$ cat src/rtl/color_arbiter.sv
// color_arbiter: round-robin N-way arbiter for t_color beats, registered output.
// Optional ARB/LOCK burst lock is enabled by defining COLOR_ARB_LOCK_EN.
package color_arbiter_pkg;
    typedef struct packed {
        logic [7:0] r;
        logic [7:0] g;
        logic [7:0] b;
    } t_color;
endpackage

module color_arbiter
    import color_arbiter_pkg::*;
#(
    parameter  int N  = 4,
    localparam int IW = $clog2(N)
) (
    input  logic           clk,
    input  logic           rst,
    input  logic [N-1:0]   in_vld,
    output logic [N-1:0]   in_rdy,
    input  t_color [N-1:0] in_color,
    input  logic [N-1:0]   in_last,
    output logic           out_vld,
    input  logic           out_rdy,
    output t_color         out_color,
    output logic [IW-1:0]  out_id,
    output logic           out_last
);

    logic [IW-1:0] ptr;
    logic [IW-1:0] ptr_nxt;
    logic [IW-1:0] grant_rr;
    logic [IW-1:0] grant;
    logic          found;
    logic          gnt_vld;
    logic          load;
    logic          accept;
    logic          locked;
    logic          last_sel;

    function automatic logic [IW-1:0] wrap_inc(input logic [IW-1:0] i);
        return (i == IW'(N - 1)) ? '0 : i + 1'b1;
    endfunction

    // Search upward from ptr with explicit wrap so non-power-of-2 N works
    always_comb begin
        grant_rr = ptr;
        found    = 1'b0;
        for (int k = 0; k < N; k++) begin
            int            j;
            logic [IW-1:0] idx;
            j = int'(ptr) + k;
            if (j >= N) j = j - N;
            idx = IW'(j);
            if (!found && in_vld[idx]) begin
                found    = 1'b1;
                grant_rr = idx;
            end
        end
    end

`ifdef COLOR_ARB_LOCK_EN
    typedef enum logic {ARB, LOCK} state_t;

    state_t        state;
    state_t        state_nxt;
    logic [IW-1:0] lock_id;
    logic [IW-1:0] lock_id_nxt;

    always_ff @(posedge clk or negedge rst) begin
        if (!rst) begin
            state   <= ARB;
            lock_id <= '0;
        end else begin
            state   <= state_nxt;
            lock_id <= lock_id_nxt;
        end
    end

    always_comb begin
        state_nxt   = state;
        lock_id_nxt = lock_id;
        unique case (state)
            ARB: begin
                if (accept && !last_sel) begin
                    state_nxt   = LOCK;
                    lock_id_nxt = grant;
                end
            end
            LOCK: begin
                if (accept && last_sel) state_nxt = ARB;
            end
            default: state_nxt = ARB;
        endcase
    end

    // A valid drop from the lock owner stalls rather than releasing the lock
    assign locked   = (state == LOCK);
    assign grant    = locked ? lock_id : grant_rr;
    assign gnt_vld  = locked ? in_vld[lock_id] : found;
    assign last_sel = in_last[grant];
`else
    wire unused_last = ^in_last;

    assign locked   = 1'b0;
    assign grant    = grant_rr;
    assign gnt_vld  = found;
    assign last_sel = 1'b0;
`endif

    assign load   = !out_vld || out_rdy;
    assign accept = load && gnt_vld;

    always_comb begin
        in_rdy = '0;
        if (accept) in_rdy[grant] = 1'b1;
    end

    always_comb begin
        ptr_nxt = ptr;
        if (accept && (!locked || last_sel)) ptr_nxt = wrap_inc(grant);
    end

    always_ff @(posedge clk or negedge rst) begin
        if (!rst) begin
            ptr <= '0;
        end else begin
            ptr <= ptr_nxt;
        end
    end

    always_ff @(posedge clk or negedge rst) begin
        if (!rst) begin
            out_vld   <= 1'b0;
            out_color <= '0;
            out_id    <= '0;
            out_last  <= 1'b0;
        end else if (load) begin
            out_vld <= accept;
            if (accept) begin
                out_color <= in_color[grant];
                out_id    <= grant;
                out_last  <= last_sel;
            end
        end
    end

endmodule

$ cat config.mk
export PLATFORM = sky130hd
export DESIGN_NAME = color_arbiter
export DESIGN_NICKNAME = d
export VERILOG_FILES = /design/src/rtl/color_arbiter.sv
export SDC_FILE = /design/constraint.sdc
export NUM_CORES = 1
export LEC_CHECK = 0
export CAP_MARGIN = 15
export CORE_UTILIZATION = 40
export CTS_CLUSTER_SIZE = 8
export DETAILED_ROUTE_END_ITERATION = 10
export PLACE_DENSITY = 0.87
export SYNTH_ARGS = -nofsm -noshare
export SYNTH_HDL_FRONTEND = slang
export SYNTH_SLANG_ARGS = --single-unit
$ cat constraint.sdc
create_clock -name clk -period 3.25 [get_ports clk]
set_input_delay 0.65 -clock clk [delete_from_list [all_inputs] [get_ports clk]]
set_output_delay 0.65 -clock clk [all_outputs]
set_load 0.005 [all_outputs]
==> results of run 1 <==
-- stage by stage --
step / cells / hold slack (ns) / setup TNS, ns / area, um^2 / power (uW)
3_5_place_dp: 407 / 0.476 / -0.440 / 3600 / 1890
4_1_cts: 414 / 0.489 / 0 / 3680 / 2200
3_3_place_gp: 407 / 0.465 / -0.236 / 3600 / 1850
2_1_floorplan: 207 / 0.354 / 0 / 2160 / 1290
5_1_grt: 414 / 0.502 / 0 / 3690 / 2330
6_report: 414 / 0.484 / 0 / 3690 / 2180
-- placed cells by master (no fill, tap or decap), drive strengths merged, types with 2 or more instances in the layout --
cell type      Yosys  routed
a211oi            24      24
buf               13      20
nor3               2       2
and3               2       2
a21oi              3       3
dlygate4sd2        0       3
nor2b              2       2
nand2              5       5
nor2              27      27
clkbuf            10       7
mux2i             24      24
dlymetal6s2s       0       3
clkdlybuf4s50      0     127
and2               2       2
a2111oi           24      24
a21o               2       2
dfrtp             29      29
o21ai              3       3
a21boi            24      24
inv                2       2
-- synth_stat cells --
cell and count:
and3_1 2, nor3b_1 1, clkbuf_1 9, o21ai_1 2
and2_1 2, mux2i_1 24, a21boi_0 24, buf_2 5
nand2_4 1, o22ai_1 1, nor3_1 2, nand2_1 4
a211oi_1 8, clkbuf_2 1, inv_1 2, buf_12 1
o21ai_0 1, a21oi_1 3, xnor2_1 1, a211oi_2 16
nand2b_1 1, conb_1 1, buf_4 5, nor2b_1 2
a211o_1 1, nor4_1 1, a222oi_1 1, a2111oi_0 8
buf_6 1, nor2_1 27, dfrtp_1 29, o22a_1 1
buf_8 1, a21o_1 2, a2111oi_2 16
-- state kept, by name, indices dropped and copies added, names as in the netlist --
| name | cells |
|---|---|
| out_id | 2 |
| out_color | 24 |
| ptr | 2 |
| out_vld | 1 |
-- cell type report --
cell class / count / area (um^2) / share of cell area (%)
Clock buffer: 7 / 86.3 / 2.34
Inverter: 2 / 7.51 / 0.203
Multi-Input combinational cell: 153 / 1290 / 34.9
Sequential cell: 29 / 726 / 19.7
Tap cell: 70 / 87.6 / 2.37
Timing Repair Buffer: 153 / 1500 / 40.6
-- worst max-delay path, stage by stage --
cell and delay [ns]:
clkdlybuf4s50_1 0.50, nor2_1 0.05, a222oi_1 0.35, buf_4 0.21, nand2_4 0.06, and3_1 0.15
clkdlybuf4s50_1 0.43
-- routing by layer --
metal	track usage (%)	part of all wire [%]
met5	0	0
met4	9.47	1.8
met3	6.22	5.9
met2	47.1	52
met1	29.9	40
-- final timing paths --
path | to | depth (start not counted) | slack (ns)
min reg2reg | out_id[1]$_DFFE_PN0P_ | 1 | 0.48
max reg2reg | out_color[14]$_DFFE_PN0P_ | 7 | 0.76
max in group asynchronous | out_color[20]$_DFFE_PN0P_ | 2 | 2.20
min in group asynchronous | out_id[0]$_DFFE_PN0P_ | 2 | 0.77
min | out_id[1]$_DFFE_PN0P_ | 1 | 0.48
max | in_rdy[2] | 7 | 0.19
-- power by group --
| group | leakage [uW] | switching, uW | total, uW | internal [uW] |
|---|---|---|---|---|
| sequential | 0.000323 | 94.8 | 609 | 514 |
| clock | 0.0000443 | 137 | 305 | 168 |
| combinational | 0.00110 | 567 | 1270 | 704 |
-- timing repair --
action | 4_1_cts | 5_1_grt
pin swaps | 1 | 1
endpoints found under the hold margin | 0 | 0
gates resized for setup | 4 | 3
endpoints found under the setup margin | 4 | 2
-- cell families after synthesis --
kind of cell / Yosys count
other: 1
XOR/XNOR: 1
AO/OA/AOI/OAI: 84
multiplexers: 24
AND/OR/NAND/NOR: 43
buffers and inverters: 25
flip-flops: 29
==> impl_metrics.py, run 1 <==
metrics = {
    "detailed_routing": {
        "drt_first_pass_iters": 6,
        "postRouteWirelength_um": 6900,
        "wl_per_cell_um": 16.7,
        "dr.first_iter.drc_count": 84,
        "drc": 0,
        "vias": 2262,
        "ant_nets": 0,
        "viasPerCell": 5.46,
    },
    "timing": {
        "fin_ws_ns": 0.187,
        "rsz0062_at_grt": "false",
        "max_freq_mhz": 327,
        "hold_violations": 0,
        "finalCriticalPeriod_ns": 3.06,
        "setup_violations": 0,
        "relSlewSlack_pct": 58.6,
        "worstMarginPinSlew_ns": 0.620,
        "fin_crit_sh_pct": 94.2,
        "drv_slew": 0,
        "finClkSkew_ns": 0.00486,
    },
    "worst_setup_path": {
        "cp_max_fo": 4,
        "r2r_start": "ptr[1]$_DFFE_PN0P_",
        "cp-start-kind": "primary input",
        "path_class": "primary input to output port",
        "crit_arrival_ns": 2.41,
        "setup.worst_path.start": "in_vld[3]",
        "worst_setup_path_end_kind": "output port",
        "cp.required_ns": 2.60,
    },
    "logic_synthesis": {
        "yosysTopAreaCellShare_pct": 33.6,
        "synth-xor-area-share_pct": 0.406,
        "yosys.area.top_type": "dfrtp_1",
        "ys_seq_area_share_pct": 33.6,
        "ys_types": 35,
        "synth_top_cells_by_area": "dfrtp_1 34%, mux2i_1 11%, a2111oi_2 11%",
        "synth-simple-area-share_pct": 9.04,
        "synth_fp_nets": 314,
        "ys_seq_elements": 29,
        "synth_area_mm2": 0.00216,
        "synth_compound_area_share_pct": 38.4,
        "syn_inst": 207,
        "synth_fa_ha_area_share_pct": 0,
        "yosysWarnings": 0,
        "postSynthAreaPerCell_um2": 10.4,
        "synth_top_family_by_area": "compound AO/OA/AOI/OAI gates",
        "muxShareOfSynthArea_pct": 11.1,
    },
    "clocking": {
        "clk_path_buf_depth": 2,
        "cts_sinks": 29,
        "postCtsSetupBuffers": 0,
        "cts_buffers": 5,
        "ctsHoldBuffers": 0,
        "cts_tree": "built",
        "clockRootBuffer": "clkbuf_8",
        "clkSlewWorstSetupHoldPaths_ns": 0.06,
        "cts_max_level": 2,
        "clkLatencyLatePin_ns": 0.28,
    },
    "floorplanning": {
        "die_y_um": 75.5,
        "core_region_area_mm2": 0.00514,
        "fp-row-count": 26,
        "die-width_um": 75.5,
        "dieArea_mm2": 0.00569,
        "io_pins": 139,
        "start_util_pct": 42.0,
    },
    "run": {
        "maxCapViolations": 0,
    },
    "min_path": {
        "hp-start": "out_id[1]$_DFFE_PN0P_",
        "min_path_type": "flip-flop to flip-flop",
    },
    "status": {
        "status": "completed",
    },
    "finish": {
        "utilization_pct": 71.8,
        "n_fill_cell": 421,
        "syn_to_final_growth_pct": 71.1,
        "layout-drive-gt1-share_pct": 18.0,
        "antenna_cells": 0,
        "nets": 451,
    },
    "grt": {
        "grt_usage_pct": 26.0,
        "grt_pass1_wl_um": 11000,
        "first_global_vias": 2378,
        "grt_max_degree": 30,
        "gr-total-overflow": 0,
        "antenna_found_initial": 0,
    },
    "place": {
        "place_ws_ns": -0.200,
        "place.gp.congestion": 0.743,
        "dp_hpwl_um": 5350,
        "port_buffers": 133,
    },
    "power": {
        "p_leak_uw": 0.00147,
        "peakVddDrop_v": 0.000290,
        "powerDensity_mw_per_mm2": 592,
    },
}
Power figures use the tool's default switching activity.
==> run 2, diff against run 1 <==
--- a/config.mk
+++ b/config.mk
@@ -6,10 +6,11 @@
 export NUM_CORES = 1
 export LEC_CHECK = 0
 export CAP_MARGIN = 15
-export CORE_UTILIZATION = 40
+export CORE_MARGIN = 3
+export CORE_UTILIZATION = 33
 export CTS_CLUSTER_SIZE = 8
 export DETAILED_ROUTE_END_ITERATION = 10
-export PLACE_DENSITY = 0.87
+export PLACE_DENSITY = 0.77
 export SYNTH_ARGS = -nofsm -noshare
 export SYNTH_HDL_FRONTEND = slang
 export SYNTH_SLANG_ARGS = --single-unit
==> constraint.sdc (replaced) <==
create_clock -name clk -period 2.5 [get_ports clk]
set_input_delay 0.5 -clock clk [delete_from_list [all_inputs] [get_ports clk]]
set_output_delay 0.5 -clock clk [all_outputs]
set_load 0.005 [all_outputs]
==> run 2 against run 1 <==
Net effect: routed wire length grew 4.8%; register-to-register slack lost 0.38 ns; via count shrank 1.6%; largest cell class unchanged; final area grew 0.51%; critical endpoint unchanged; sequential cell count is the same; non-clock buffer count grew 6; worst setup slack lost 0.051 ns; count of clock-buffer cells in the layout is the same.
==> impl_metrics.py, run 2 (same netlist as run 1, synthesis figures left out) <==
metrics = {
    "worst_setup_path": {
        "cp.required_ns": 2.00,
        "r2r-end": "out_color[11]$_DFFE_PN0P_",
        "r2r_cells": 9,
        "r2r_start": "ptr[1]$_DFFE_PN0P_",
        "worst_setup_path_end_kind": "output port",
        "path_class": "primary input to output port",
        "cp-start-kind": "primary input",
        "crit_arrival_ns": 1.86,
        "cp_max_fo": 4,
        "rrSetupSlack_ns": 0.38,
    },
    "power": {
        "seqPwrFrac_pct": 27.5,
        "internal-power_uw": 1820,
        "p_total_uw": 2850,
        "p_comb_share_pct": 59.0,
        "clockPowerShare_pct": 13.5,
        "p_switching_uw": 1040,
        "peakVddDrop_v": 0.000656,
        "p_leak_uw": 0.00146,
        "swShare_pct": 36.3,
        "powerDensity_mw_per_mm2": 769,
    },
    "detailed_routing": {
        "drt_first_pass_iters": 4,
        "postRouteWirelength_um": 7230,
        "wl_per_cell_um": 17.0,
        "vias": 2226,
        "ant_nets": 0,
        "viasPerCell": 5.24,
        "dr.first_iter.drc_count": 56,
        "drc": 0,
    },
    "timing": {
        "hold_violations": 0,
        "fin_ws_ns": 0.137,
        "max_freq_mhz": 423,
        "fin_crit_sh_pct": 94.5,
        "finClkSkew_ns": 0.00525,
        "whs_ns": 0.510,
        "drv_slew": 0,
        "setup_violations": 0,
        "rsz0062_at_grt": "false",
        "finalCriticalPeriod_ns": 2.36,
    },
    "clocking": {
        "cts_sinks": 29,
        "cts_tree": "built",
        "clk_path_buf_depth": 2,
        "ctsHoldBuffers": 0,
        "cts_max_level": 2,
        "clkLatencyLatePin_ns": 0.27,
        "cts_buffers": 5,
        "clockRootBuffer": "clkbuf_8",
        "clkSlewWorstSetupHoldPaths_ns": 0.06,
    },
    "finish": {
        "syn_to_final_growth_pct": 71.9,
        "final_common_cell": "clkdlybuf4s50_1",
        "largest_reg_flops": 24,
        "layout_common_cells": "125 x clkdlybuf4s50_1, 29 x dfrtp_1, 26 x nor2_1, 26 x buf_4",
        "fin_cells": 425,
        "layout-drive-gt1-share_pct": 20.9,
        "antenna_cells": 0,
        "nets": 457,
        "regMostFlops": "out_color",
        "reg_top3": "out_color: 24 flops, out_id: 2 flops, ptr: 2 flops",
        "final_area_mm2": 0.00371,
    },
    "place": {
        "place.gp.congestion": 0.833,
        "place_ws_ns": -0.530,
        "place_area_mm2": 0.00362,
        "dp_hpwl_um": 5720,
        "port_buffers": 133,
        "place_inst": 416,
    },
    "floorplanning": {
        "core_region_area_mm2": 0.00613,
        "io_pins": 139,
        "start_util_pct": 35.2,
        "die_y_um": 86.9,
        "fp-row-count": 28,
        "die-width_um": 86.9,
        "dieArea_mm2": 0.00755,
    },
    "grt": {
        "grt_pass1_wl_um": 11700,
        "grt_usage_pct": 19.7,
        "first_global_vias": 2403,
        "antenna_found_initial": 0,
        "gr-total-overflow": 0,
        "grt_max_degree": 30,
    },
    "status": {
        "status": "completed",
    },
    "min_path": {
        "min_path_type": "flip-flop to flip-flop",
        "hp-start": "out_id[1]$_DFFE_PN0P_",
        "min_to": "out_id[1]$_DFFE_PN0P_",
        "hold_depth": 1,
    },
    "run": {
        "maxCapViolations": 0,
    },
}
==> run 2: metrics by stage <==
| stage | setup TNS (ns) | util [%] |
|---|---|---|
| after floorplan | 0 | - |
| after global placement | -3.80 | 59.1 |
| after detailed placement | -5.11 | 59.1 |
| after CTS | 0 | 60.7 |
| after global routing | 0 | 60.5 |
| final | 0 | 60.5 |
==> run 2: worst max-delay path by stage <==
stage	from	endpoint	slack, ns	cells past startpoint
floorplan	in_vld[2]	in_rdy[3]	0.37	7
finish	in_vld[3]	in_rdy[2]	0.14	8
detailed placement	in_vld[1]	in_rdy[3]	-0.53	7
global route	in_vld[3]	in_rdy[2]	0.001	8
global placement	in_vld[1]	in_rdy[3]	-0.51	7
CTS	in_vld[2]	in_rdy[1]	0.006	8
==> run 2: area by class of cell <==
| class | instances | area [um^2] |
|---|---|---|
| inverter | 2 | 7.51 |
| clock buffer | 7 | 86.3 |
| timing repair buffer | 159 | 1510 |
| sequential | 29 | 726 |
| multi-input combinational | 153 | 1290 |
| fill | 541 | 2420 |
| tap | 75 | 93.8 |
==> run 2: timing repair <==
item,CTS,global route
pin swaps,1,1
gates resized for setup,10,8
setup buffers,2,0
setup endpoints to repair,4,4
==> run 2: per-layer routing <==
layer  part of all wire (%)  track usage [%]
met5                      0                0
met4                   0.66             3.54
met3                    7.0             5.39
met2                     52             35.7
met1                     40             23.2
==> run 2: power by group through the flow <==
stage                     registers (uW)  clock network [uW]  logic (uW)
final                                786                 384        1680
after global routing                 816                 427        1830
after CTS                            786                 398        1710
after detailed placement             790                   0        1700
after global placement               783                   0        1660
after floorplan                      801                   0         873
==> run 2: critical path, stage by stage <==
cell and delay [ns]:
clkdlybuf4s15_1 0.21, nor2_1 0.06, a222oi_1 0.34, buf_4 0.18, buf_4 0.12, nand2_4 0.06, and3_1 0.15, dlygate4sd2_1 0.25
